<file path="src/rtl/inst_fetcher_pkg.sv">
// rtl/inst_fetcher_pkg.sv - shared opcode constants and fetch state encoding
package inst_fetcher_pkg;

    localparam logic [6:0] OP_BRANCH = 7'b1100011;
    localparam logic [6:0] OP_JAL    = 7'b1101111;
    localparam logic [6:0] OP_JALR   = 7'b1100111;

    typedef enum logic [1:0] {
        ST_FETCH = 2'd0,
        ST_WAIT  = 2'd1,
        ST_STALL = 2'd2
    } ifetch_state_e;

endpackage

</file>
<file path="src/rtl/inst_fetcher_if.sv">
// rtl/inst_fetcher_if.sv - ICache, Issue queue and ROB signals of the instruction fetcher
interface inst_fetcher_if;
    logic        _clear;
    logic [31:0] _clear_pc;
    logic        _jalr_done;
    logic [31:0] _jalr_pc;
    logic        _icache_valid;
    logic [31:0] _icache_addr;
    logic        _icache_ready;
    logic [31:0] _icache_inst;
    logic        _issue_need_inst;
    logic        _inst_ready_out;
    logic [31:0] _inst_out;
    logic [31:0] _inst_addr_out;
    logic [31:0] _jalr_rd_out;

    modport master (
        input  _clear, _clear_pc, _jalr_done, _jalr_pc,
        input  _icache_ready, _icache_inst, _issue_need_inst,
        output _icache_valid, _icache_addr,
        output _inst_ready_out, _inst_out, _inst_addr_out, _jalr_rd_out
    );

    modport slave (
        output _clear, _clear_pc, _jalr_done, _jalr_pc,
        output _icache_ready, _icache_inst, _issue_need_inst,
        input  _icache_valid, _icache_addr,
        input  _inst_ready_out, _inst_out, _inst_addr_out, _jalr_rd_out
    );
endinterface

</file>
<file path="src/rtl/inst_fetcher_next_pc.sv">
// rtl/inst_fetcher_next_pc.sv - opcode decode and next-PC adder (IFETCH_JAL_REDIRECT_EN enables JAL redirect)
module ifetch_next_pc
    import inst_fetcher_pkg::*;
(
    input  logic [31:0] pc,
    input  logic [31:0] inst,
    output logic [31:0] next_pc,
    output logic        stall
);

    logic [31:0] imm_b;
    assign imm_b = {{20{inst[31]}}, inst[7], inst[30:25], inst[11:8], 1'b0};

`ifdef IFETCH_JAL_REDIRECT_EN
    logic [31:0] imm_jal;
    assign imm_jal = {{12{inst[31]}}, inst[19:12], inst[20], inst[30:21], 1'b0};
`else
    logic unused_jal_bits;
    assign unused_jal_bits = ^inst[24:12];
`endif

    always_comb begin
        next_pc = pc + 32'd4;
        stall   = 1'b0;
        case (inst[6:0])
            OP_BRANCH: next_pc = pc + imm_b;
`ifdef IFETCH_JAL_REDIRECT_EN
            OP_JAL:    next_pc = pc + imm_jal;
            OP_JALR: begin
                next_pc = pc;
                stall   = 1'b1;
            end
`else
            // Without fetch-time redirect, JAL waits for the ROB exactly like JALR.
            OP_JAL, OP_JALR: begin
                next_pc = pc;
                stall   = 1'b1;
            end
`endif
            default: ;
        endcase
    end

endmodule

</file>
<file path="src/rtl/inst_fetcher.sv">
// rtl/inst_fetcher.sv - PC holder issuing one outstanding ICache fetch and pushing words to Issue
module inst_fetcher
    import inst_fetcher_pkg::*;
#(
    parameter logic [31:0] RESET_PC = 32'h0
)
(
    input  logic          clk_in,
    input  logic          rst_in,
    input  logic          rdy_in,
    inst_fetcher_if.master bus
);

    ifetch_state_e state;
    logic [31:0]   pc;
    logic [31:0]   next_pc;
    logic          stall;
    logic          req_valid;
    logic [31:0]   req_addr;
    logic          push_valid;
    logic [31:0]   push_inst;
    logic [31:0]   push_addr;
    logic [31:0]   push_rd;
    logic          skid_full;
    logic [31:0]   skid_inst;
    logic [31:0]   skid_addr;
    logic          discard;

    ifetch_next_pc u_next_pc (
        .pc      (pc),
        .inst    (bus._icache_inst),
        .next_pc (next_pc),
        .stall   (stall)
    );

    always_ff @(posedge clk_in) begin
        if (!rst_in) begin
            state      <= ST_FETCH;
            pc         <= RESET_PC;
            req_valid  <= 1'b0;
            req_addr   <= 32'h0;
            push_valid <= 1'b0;
            push_inst  <= 32'h0;
            push_addr  <= 32'h0;
            push_rd    <= 32'h0;
            skid_full  <= 1'b0;
            skid_inst  <= 32'h0;
            skid_addr  <= 32'h0;
            discard    <= 1'b0;
        end else if (rdy_in) begin
            push_valid <= 1'b0;
            if (bus._clear) begin
                pc        <= bus._clear_pc;
                state     <= ST_FETCH;
                skid_full <= 1'b0;
                req_valid <= 1'b0;
                // A response still in flight must be swallowed unless it lands right now.
                discard   <= (discard || state == ST_WAIT) && !bus._icache_ready;
            end else begin
                if (skid_full && bus._issue_need_inst) begin
                    push_valid <= 1'b1;
                    push_inst  <= skid_inst;
                    push_addr  <= skid_addr;
                    push_rd    <= skid_addr + 32'd4;
                    skid_full  <= 1'b0;
                end
                if (discard && bus._icache_ready)
                    discard <= 1'b0;
                case (state)
                    ST_FETCH: begin
                        if (!skid_full && !discard && bus._issue_need_inst) begin
                            req_valid <= 1'b1;
                            req_addr  <= pc;
                            state     <= ST_WAIT;
                        end
                    end
                    ST_WAIT: begin
                        if (bus._icache_ready) begin
                            req_valid <= 1'b0;
                            pc        <= next_pc;
                            state     <= stall ? ST_STALL : ST_FETCH;
                            if (bus._issue_need_inst) begin
                                push_valid <= 1'b1;
                                push_inst  <= bus._icache_inst;
                                push_addr  <= pc;
                                push_rd    <= pc + 32'd4;
                            end else begin
                                skid_full <= 1'b1;
                                skid_inst <= bus._icache_inst;
                                skid_addr <= pc;
                            end
                        end
                    end
                    ST_STALL: begin
                        if (bus._jalr_done) begin
                            pc    <= bus._jalr_pc;
                            state <= ST_FETCH;
                        end
                    end
                    default: state <= ST_FETCH;
                endcase
            end
        end
    end

    assign bus._icache_valid   = req_valid;
    assign bus._icache_addr    = req_addr;
    assign bus._inst_ready_out = push_valid & rdy_in;
    assign bus._inst_out       = push_inst;
    assign bus._inst_addr_out  = push_addr;
    assign bus._jalr_rd_out    = push_rd;

endmodule
</file>
<file path="src/flat_wrapper.sv">
// flat-port wrapper written by rule: the top's interface ports become plain ports
module inst_fetcher_flat import inst_fetcher_pkg::*;
#(
    parameter logic [31:0] RESET_PC = 32'h0
)
  (clk_in, rst_in, rdy_in, bus__clear, bus__clear_pc, bus__jalr_done, bus__jalr_pc, bus__icache_ready, bus__icache_inst, bus__issue_need_inst, bus__icache_valid, bus__icache_addr, bus__inst_ready_out, bus__inst_out, bus__inst_addr_out, bus__jalr_rd_out);
  inst_fetcher_if bus_i ();
  input  logic clk_in;
  input  logic rst_in;
  input  logic rdy_in;
  input wire logic [$bits(bus_i._clear)-1:0] bus__clear;
  input wire logic [$bits(bus_i._clear_pc)-1:0] bus__clear_pc;
  input wire logic [$bits(bus_i._jalr_done)-1:0] bus__jalr_done;
  input wire logic [$bits(bus_i._jalr_pc)-1:0] bus__jalr_pc;
  input wire logic [$bits(bus_i._icache_ready)-1:0] bus__icache_ready;
  input wire logic [$bits(bus_i._icache_inst)-1:0] bus__icache_inst;
  input wire logic [$bits(bus_i._issue_need_inst)-1:0] bus__issue_need_inst;
  output wire logic [$bits(bus_i._icache_valid)-1:0] bus__icache_valid;
  output wire logic [$bits(bus_i._icache_addr)-1:0] bus__icache_addr;
  output wire logic [$bits(bus_i._inst_ready_out)-1:0] bus__inst_ready_out;
  output wire logic [$bits(bus_i._inst_out)-1:0] bus__inst_out;
  output wire logic [$bits(bus_i._inst_addr_out)-1:0] bus__inst_addr_out;
  output wire logic [$bits(bus_i._jalr_rd_out)-1:0] bus__jalr_rd_out;
  assign bus_i._clear = bus__clear;
  assign bus_i._clear_pc = bus__clear_pc;
  assign bus_i._jalr_done = bus__jalr_done;
  assign bus_i._jalr_pc = bus__jalr_pc;
  assign bus_i._icache_ready = bus__icache_ready;
  assign bus_i._icache_inst = bus__icache_inst;
  assign bus_i._issue_need_inst = bus__issue_need_inst;
  assign bus__icache_valid = bus_i._icache_valid;
  assign bus__icache_addr = bus_i._icache_addr;
  assign bus__inst_ready_out = bus_i._inst_ready_out;
  assign bus__inst_out = bus_i._inst_out;
  assign bus__inst_addr_out = bus_i._inst_addr_out;
  assign bus__jalr_rd_out = bus_i._jalr_rd_out;
  inst_fetcher #(.RESET_PC(RESET_PC)) u_core (.clk_in(clk_in), .rst_in(rst_in), .rdy_in(rdy_in), .bus(bus_i));
endmodule
</file>
<file path="config.mk">
export PLATFORM = sky130hd
export DESIGN_NAME = inst_fetcher_flat
export DESIGN_NICKNAME = d
export VERILOG_FILES = /design/src/rtl/inst_fetcher_pkg.sv /design/src/rtl/inst_fetcher_if.sv /design/src/rtl/inst_fetcher_next_pc.sv /design/src/rtl/inst_fetcher.sv /design/src/flat_wrapper.sv
export SDC_FILE = /design/constraint.sdc
export NUM_CORES = 1
export LEC_CHECK = 0
export CAP_MARGIN = 20
export CORE_MARGIN = 2
export CORE_UTILIZATION = 45
export DETAILED_ROUTE_END_ITERATION = 10
export GPL_TIMING_DRIVEN = 1
export HOLD_SLACK_MARGIN = 0.03
export MAX_ROUTING_LAYER = met4
export PLACE_DENSITY = 0.7
export RECOVER_POWER = 100
export REMOVE_ABC_BUFFERS = 1
export SLEW_MARGIN = 20
export SYNTH_ARGS = -nofsm -noshare
export SYNTH_HDL_FRONTEND = slang
export SYNTH_SLANG_ARGS = --single-unit
</file>
<file path="constraint.sdc">
create_clock -name clk_in -period 3.4 [get_ports clk_in]
set_input_delay 0.34 -clock clk_in [delete_from_list [all_inputs] [get_ports clk_in]]
set_output_delay 0.34 -clock clk_in [all_outputs]
set_load 0.01 [all_outputs]
</file>
# Word-level counts from Yosys, hierarchy flattened
# Cells that the tools add are included.
# op_classes
n_addsub,3
n_eq_ne,9
muxes,40
bitwise_logic,3
reduce_logical,21
# op_table
op,count
2-to-1 mux 32 bit,15
one-hot mux 32 bit (2 select lines),2
"adder 32 x 3 -> 32 bit, second input constant",2
adder 32 bit,1
"== test 7 bit, second input constant",3
2-to-1 mux 1 bit,16
AND reduction 4 bit,3
2-to-1 mux 2 bit,5
AND reduction 5 bit,2
"inequality test 3 bit, second input constant",3
one-hot mux 2 bit (3 select lines),1
nonzero test 3 bit,2
logical AND 1 bit,5
AND reduction 2 bit,2
zero test 1 bit,3
"inequality test 3 x 2 -> 1 bit, second input constant",1
"== test 2 x 1 -> 1 bit, second input constant",1
"== test 2 bit, second input constant",1
zero test 2 bit,1
NOT 1 bit,2
one-hot mux 1 bit (2 select lines),1
nonzero test 2 bit,1
OR reduction 2 bit,1
AND 1 bit,1
logical OR 1 bit,1
# word_totals
register_bits,230
in_bits,103
output_inout_bits,130

# Logic depth before layout (Yosys ltp)
# Gate-level depths: netlist of run 1.
# depth
word_depth,7
mapped_depth,12
ltp_nobuf,12

# Modules after synthesis
# From an unflattened synthesis of run 1, not the netlist that was laid out.
# hier_totals
hier_cells,1664
area_unflattened_um2,12858.6
# by_module_without_submodules
mod,instances,cells_per_inst,area_per_inst_um2,seq_area_each_um2
inst_fetcher,1,1289,10322.4,4604.4
ifetch_next_pc,1,375,2536.2,0.0

# Worst setup path before layout of run 1
# No wires, ideal clock.
# synth_timing
path_type,register to register
start,register u_core.pc[1]
end,register u_core.pc[31]
setup_ns,0.060
arrival_time_ns,2.761
slack_ns,0.579
path_stages_with_launch,13
cell_sequence,dfxtp_1 ha_1 inv_1 fa_1 and2b_1 o31a_1 o211a_1 o21ai_1 a2111oi_1 nor2_1 o311ai_2 mux2i_1 and3_1
# synth_via
elab_chain_cells,5
word_cells_on_any_way,6
# synth_lines
element,line_no,text
from (decl),inst_fetcher.sv:15,logic [31:0] pc;
from (signal assigned),inst_fetcher.sv:53,pc <= bus._clear_pc;
from (signal assigned),inst_fetcher.sv:80,pc <= next_pc;
from (signal assigned),inst_fetcher.sv:96,pc <= bus._jalr_pc;
adder 32 x 3 -> 32 bit / adder 32 bit (equally long branches),"inst_fetcher_next_pc.sv:23, inst_fetcher_next_pc.sv:26",
one-hot mux 32 bit (2 select lines) *,inst_fetcher_next_pc.sv:25,case (inst[6:0])
2-to-1 mux 32 bit *,inst_fetcher.sv:78,if (bus._icache_ready) begin
one-hot mux 32 bit (2 select lines) *,inst_fetcher.sv:69,case (state)
2-to-1 mux 32 bit *,inst_fetcher.sv:52,if (bus._clear) begin
# Every way passes the cells marked *; elsewhere a longest branch is shown, timed or not. The select of a mux whose other input is x is not followed.
# A chain may end at the register's enable or synchronous reset.

# Worst setup path in the final report of run 1
# Ends and elaborated chain as after synthesis.

==> flow_metrics.tcl, run 1 <==
set metrics [dict create \
    status "complete, no violations" \
    async_flop_share_pct 0 \
    drc 0 \
    clkTransAtPathRegs_ps 60 \
    drv_cap 0 \
    min_from "rst_in" \
    seqPwrFrac_pct 43.7 \
    post_synth_num_cell_types 80 \
    p_sw_uw 1721 \
    final_cell_mix "351 x nand2_1, 229 x dfxtp_1, 144 x o21ai_0" \
    drive_gt1_share_pct 6.570 \
    core_area_sq_um 27860 \
    routed_wl_microns 44380 \
    root_buffer "clkbuf_16" \
    viasPerCell 5.782 \
    clk_latency_ps 550 \
    synth_top_cell_by_area "dfxtp_1" \
    rsz0062_at_grt "false" \
    die_area_sq_um 29710 \
    hold_viol 0 \
    fin_crit_sh_pct 93.21 \
    hold_depth 2 \
    dieHeight_microns 172.4 \
    routedWlPerCell_microns 19.86 \
    syn_area_sq_um 12750 \
    fmax_mhz 315.6 \
    first_iter_violations 1293 \
    fin_nets 1977 \
    crit_path_start_kind "flip-flop" \
    p_int_uw 4712 \
    dr.pass1.iters 5 \
    drv_slew 0 \
    power_frac_comb_pct 13.5 \
    design_area_sq_um 16260 \
    leakagePower_uw 0.006252 \
    worst-endpoint-arrival_ps 3660 \
    setup_viol 0 \
    synthFlopType "dfxtp_1" \
    ys_warn_count 0 \
    placedInstanceArea_sq_um 15520 \
    relSlewSlack_pct 28.42 \
    grt_pass1_wl_microns 67900 \
    power_density_nw_per_um2 395.6 \
    finClkSkew_ps 10.81 \
    hold_buffers 0 \
    dpl.hpwl_microns 30600 \
    synth_area_leaders "dfxtp_1 36%, nand2_1 10%, a21boi_0 6.4%" \
    via_count 12920 \
    cp.required_ps 3890 \
    grt_max_degree 96 \
    p_total_uw 6433 \
    clock_sinks 230 \
    synth_edf_count 0 \
    ys_seq_area_share_pct 36.10 \
    initial_utilization_pct 45.78 \
    cts_tree "built" \
    num_rows 61 \
    critical_path.max_fanout 5 \
    grt.total_usage_pct 29.95 \
    period_minus_slack_ps 3169 \
    synth_top_area_share_pct 36.10 \
    globalRouteOverflowTotal 0 \
    final_common_cell "nand2_1" \
    synth_seq_cells 230 \
    cp-end-kind "flip-flop" \
    crit-reg2reg-launch "u_core.pc[1]$_SDFFE_PN0P_" \
    netlist_instances 1645 \
    grt_pass1_vias 12130 \
    startpoint "u_core.pc[1]$_SDFFE_PN0P_" \
    clockBufferDepth 3 \
    areaGrowthSynthToFinish_pct 27.50 \
    peakVddDrop_mv 0.3062 \
    placement.io_buffers 232 \
    h-tree-depth 1 \
    r2r_cells 13 \
    die_w_microns 172.4 \
    n_antenna_cell 0 \
    antenna_found_initial 0 \
    ant_nets 0 \
    fin_tns_setup_ps 0 \
    critPathKind "flip-flop to flip-flop" \
    gp_congestion 0.9517 \
    hp-class "input pin to flip-flop" \
    tightest_slew_ps 1074 \
    syn_avg_cell_area_sq_um 7.754 \
    numCtsBuffers 26 \
    netSwitchingFraction_pct 26.76 \
    pin_count 233 \
    fillers 2628 \
    clkPwrFrac_pct 42.7 \
]
==> routing by layer <==
layer	part of all wire, %	global-route usage, %
met4	2.7	8.623
met5	0	-
met1	45	40.19
met2	45	47.30
met3	7.5	3.960
==> power by group through the flow <==
| stage | Clock (uW) | Combinational (uW) | Sequential [uW] |
|---|---|---|---|
| 6_report | 2750 | 872 | 2810 |
| 5_1_grt | 2890 | 945 | 2820 |
| 3_3_place_gp | 0 | 864 | 2870 |
| 2_1_floorplan | 0 | 414 | 2860 |
| 3_5_place_dp | 0 | 867 | 2870 |
| 4_1_cts | 2810 | 873 | 2810 |
==> through the flow <==
step	utilization (%)	hold slack [ps]	instances	setup WS, ps
6_report	58.37	219.1	2235	231.0
5_1_grt	58.37	246.6	2235	50.61
4_1_cts	58.62	220.8	2235	181.3
3_5_place_dp	55.70	452.2	2191	-247.9
3_3_place_gp	55.70	445.1	2191	-249.1
2_1_floorplan	-	438.2	1512	-181.1
==> path summary, 6_finish.rpt <==
kind / slack [ps] / to
max: 230 / u_core.pc[31]$_SDFFE_PN0P_
min: 220 / u_core.bus._icache_addr[10]$_SDFFE_PN0P_
max reg2reg: 230 / u_core.pc[31]$_SDFFE_PN0P_
min reg2reg: 460 / flip-flop
==> area by class of cell <==
| cell class | count | area (sq um) | area share, % |
|---|---|---|---|
| clock buffer | 39 | 749.5 | 4.609 |
| tap | 378 | 473.0 | 2.908 |
| inverter | 12 | 45.04 | 0.2770 |
| sequential | 230 | 4606 | 28.32 |
| clock inverter | 5 | 63.81 | 0.3924 |
| multi-input combinational | 1270 | 7513 | 46.20 |
| timing repair buffer | 301 | 2811 | 17.29 |
==> synthesized netlist by cell type, types with 4 or more instances <==
cell,n
a2111oi_0,4
a211oi_1,14
a21boi_0,108
a21o_1,19
a21oi_1,75
a221oi_1,8
a22oi_1,66
a31oi_1,8
and2_1,67
and3_1,14
and4_1,4
buf_1,7
buf_2,6
clkbuf_1,105
clkbuf_8,7
dfxtp_1,230
ha_1,32
inv_1,12
mux2i_1,4
nand2_1,351
nand2b_1,9
nand3_1,43
nand4_1,15
nor2_1,72
nor2b_1,14
nor3_1,14
o211a_1,6
o211ai_1,12
o21a_1,5
o21ai_0,144
o21bai_1,4
o22ai_1,13
o311ai_0,4
o31ai_1,4
or2_2,4
or3_1,5
xnor2_1,46
xor2_1,29
==> cells by family after synthesis <==
| family | count (synthesis) | share of synthesized area (%) |
|---|---|---|
| AOI/OAI and AO/OA | 525 | 27.07 |
| xor gates and xnor gates | 75 | 5.150 |
| adders and majority gates | 33 | 3.296 |
| buffers and inverters | 145 | 5.209 |
| DFF | 230 | 36.10 |
| muxes | 5 | 0.4022 |
| and+or+nand+nor | 632 | 22.78 |
==> critical path: stages, from the launching register on <==
cell and delay, ps:
dfxtp_2 360, ha_1 180, inv_1 60, fa_1 370, and2b_1 240, o31a_1 280
o211a_1 210, o21ai_1 130, a2111oi_2 380, buf_4 170, nor2_1 70, o311ai_2 290
mux2i_1 210, and3_1 160
==> what timing repair did <==
action                     in CTS  in global routing
resized for setup               0                  2
setup buffers                   0                  0
setup endpoints to repair       0                  1
Power figures use the tool's default switching activity.
==> run 2, diff against run 1 <==
MAX_ROUTING_LAYER = not set   (was met4)
==> run 2 against run 1 <==
  * Sequential cell count unchanged
  * Critical endpoint unchanged
  * Combinational power about the same
  * Clock-buffer cell count decreased by 1
  * Utilization increased by 0.22 points
  * Non-clock buffer count unchanged
  * Clock power increased by 8.7%
  * Via count decreased by 0.94%
  * Critical path depth unchanged
  * Critical path type unchanged
  * Routed wire length decreased by 0.87%
  * Fmax decreased by 1.5%
  * Clock skew increased by 3.7 ps
  * Worst hold slack improved by 9.0 ps
==> flow_metrics.tcl, run 2 (same netlist as run 1, synthesis figures left out) <==
set metrics [dict create \
    status "complete, no violations" \
    pin_count 233 \
    period_minus_slack_ps 3217 \
    grt_pass1_wl_microns 67940 \
    clk_latency_ps 570 \
    hold_buffers 0 \
    leakagePower_uw 0.006278 \
    dp.cells 2191 \
    dieHeight_microns 172.4 \
    antenna_found_initial 0 \
    grt.total_usage_pct 29.21 \
    via_count 12800 \
    post-cts-setup-buffer-count 0 \
    final_cell_mix "351 x nand2_1, 229 x dfxtp_1, 144 x o21ai_0" \
    drv_cap 0 \
    grt_max_degree 87 \
    multi_input_area_sq_um 7490 \
    cp-end-kind "flip-flop" \
    clockBufferDepth 3 \
    critPathKind "flip-flop to flip-flop" \
    hp-class "input pin to flip-flop" \
    gp_congestion 0.9436 \
    cpMaxStageDelayCell "a2111oi_1" \
    p_total_uw 6669 \
    hold_viol 0 \
    peakVddDrop_mv 0.4086 \
    die_area_sq_um 29710 \
    fin_crit_sh_pct 94.62 \
    globalRouteOverflowTotal 0 \
    relSlewSlack_pct 3.150 \
    routed_wl_microns 43990 \
    dpl.hpwl_microns 30400 \
    first_iter_violations 1083 \
    num_rows 61 \
    tightest_slew_ps 1453 \
    cp_cell_sequence "ha_1 -> inv_1 -> fa_1 -> and2b_1 -> o31a_1 -> o211a_1 -> o21ai_1 -> a2111oi_1 -> buf_4 -> nor2_1 -> o311ai_2 -> mux2i_1 -> and3_1" \
    cp.required_ps 3910 \
    ant_nets 0 \
    drive_gt1_share_pct 6.667 \
    h-tree-depth 1 \
    fin_nets 1978 \
    numCtsBuffers 27 \
    die_w_microns 172.4 \
    power_density_nw_per_um2 408.6 \
    crit_family "compound AO/OA/AOI/OAI gates" \
    finClkSkew_ps 14.51 \
    placement.io_buffers 232 \
    setup_ws_ps 182.8 \
    worst-path-buf-inv 2 \
    clkTransAtPathRegs_ps 60 \
    seqCellArea_sq_um 4606 \
    critical_path.max_fanout 5 \
    cp_slowest_stage_delay_ps 420 \
    setup_viol 0 \
    fmax_mhz 310.8 \
    final_core_util_pct 58.59 \
    drv_slew 0 \
    clock_sinks 230 \
    drc 0 \
    routedWlPerCell_microns 19.66 \
    fin_cells 2238 \
    n_antenna_cell 0 \
    final_common_cell "nand2_1" \
    core_area_sq_um 27860 \
    cts_tree "built" \
    rsz0062_at_grt "false" \
    crit_path_start_kind "flip-flop" \
    dpl_worst_slack_ps -252.9 \
    dr.pass1.iters 5 \
    root_buffer "clkbuf_16" \
    grt_pass1_vias 11950 \
    initial_utilization_pct 45.78 \
    worst-endpoint-arrival_ps 3720 \
    viasPerCell 5.720 \
    fillers 2576 \
    cts_resized 0 \
    areaGrowthSynthToFinish_pct 27.97 \
]
## run 2: worst register-to-register path, delay by kind of cell (launching register included)
family	cells	cell delay, ps
simple gates	3	450
buf+inv	2	240
flops	1	370
compound gates	5	1340
fa+ha+maj	2	570
mux	1	210
## run 2: report_power, final
part | switching, uW | internal, uW | total (uW)
clock network | 1210 | 1780 | 2990
logic | 486 | 384 | 870
registers | 71.3 | 2740 | 2810
total | 1770 | 4900 | 6670
## run 2: metal layers
layer,track usage (%),up-vias,share of wire (%)
met5,0,-,0
met4,8.294,0,2.5
met3,3.708,68,6.3
met2,47.76,450,45
met1,40.41,6120,46
li1,-,6163,-
## run 2: per-stage QoR
step           hold WS, ps  TNS [ps]  area [sq um]
3_3_place_gp         445.7    -416.1         15520
6_report             228.1         0         16320
4_1_cts              228.7         0         16410
2_1_floorplan        438.2     -2421         12140
3_5_place_dp         457.6    -500.4         15520
5_1_grt              252.2         0         16320
## run 2: worst paths after layout
kind                                                 start                                        to  slack, ps  cells after the start
setup / recovery                 u_core.pc[1]$_SDFFE_PN0P_                u_core.pc[31]$_SDFFE_PN0P_        180                     13
hold / removal                                      rst_in         u_core.skid_inst[30]$_SDFFE_PN0P_        230                      2
setup reg to reg                 u_core.pc[1]$_SDFFE_PN0P_                u_core.pc[31]$_SDFFE_PN0P_        180                     13
hold reg to reg   u_core.bus._icache_addr[31]$_SDFFE_PN0P_  u_core.bus._icache_addr[31]$_SDFFE_PN0P_        460                      2
## run 2: area by class of cell
| cell class | instances | area share (%) |
|---|---|---|
| tap | 378 | 2.898 |
| sequential | 230 | 28.22 |
| multi-input combinational | 1270 | 45.89 |
| clock buffer | 38 | 4.638 |
| clock inverter | 9 | 0.8432 |
| inverter | 12 | 0.2760 |
| timing repair buffer | 301 | 17.24 |
==> run 3, diff against run 2 <==
SKIP_LAST_GASP = 1   (was not set)
==> results of run 3 <==
The final DEF is identical to that of run 2; final timing and power are the same.
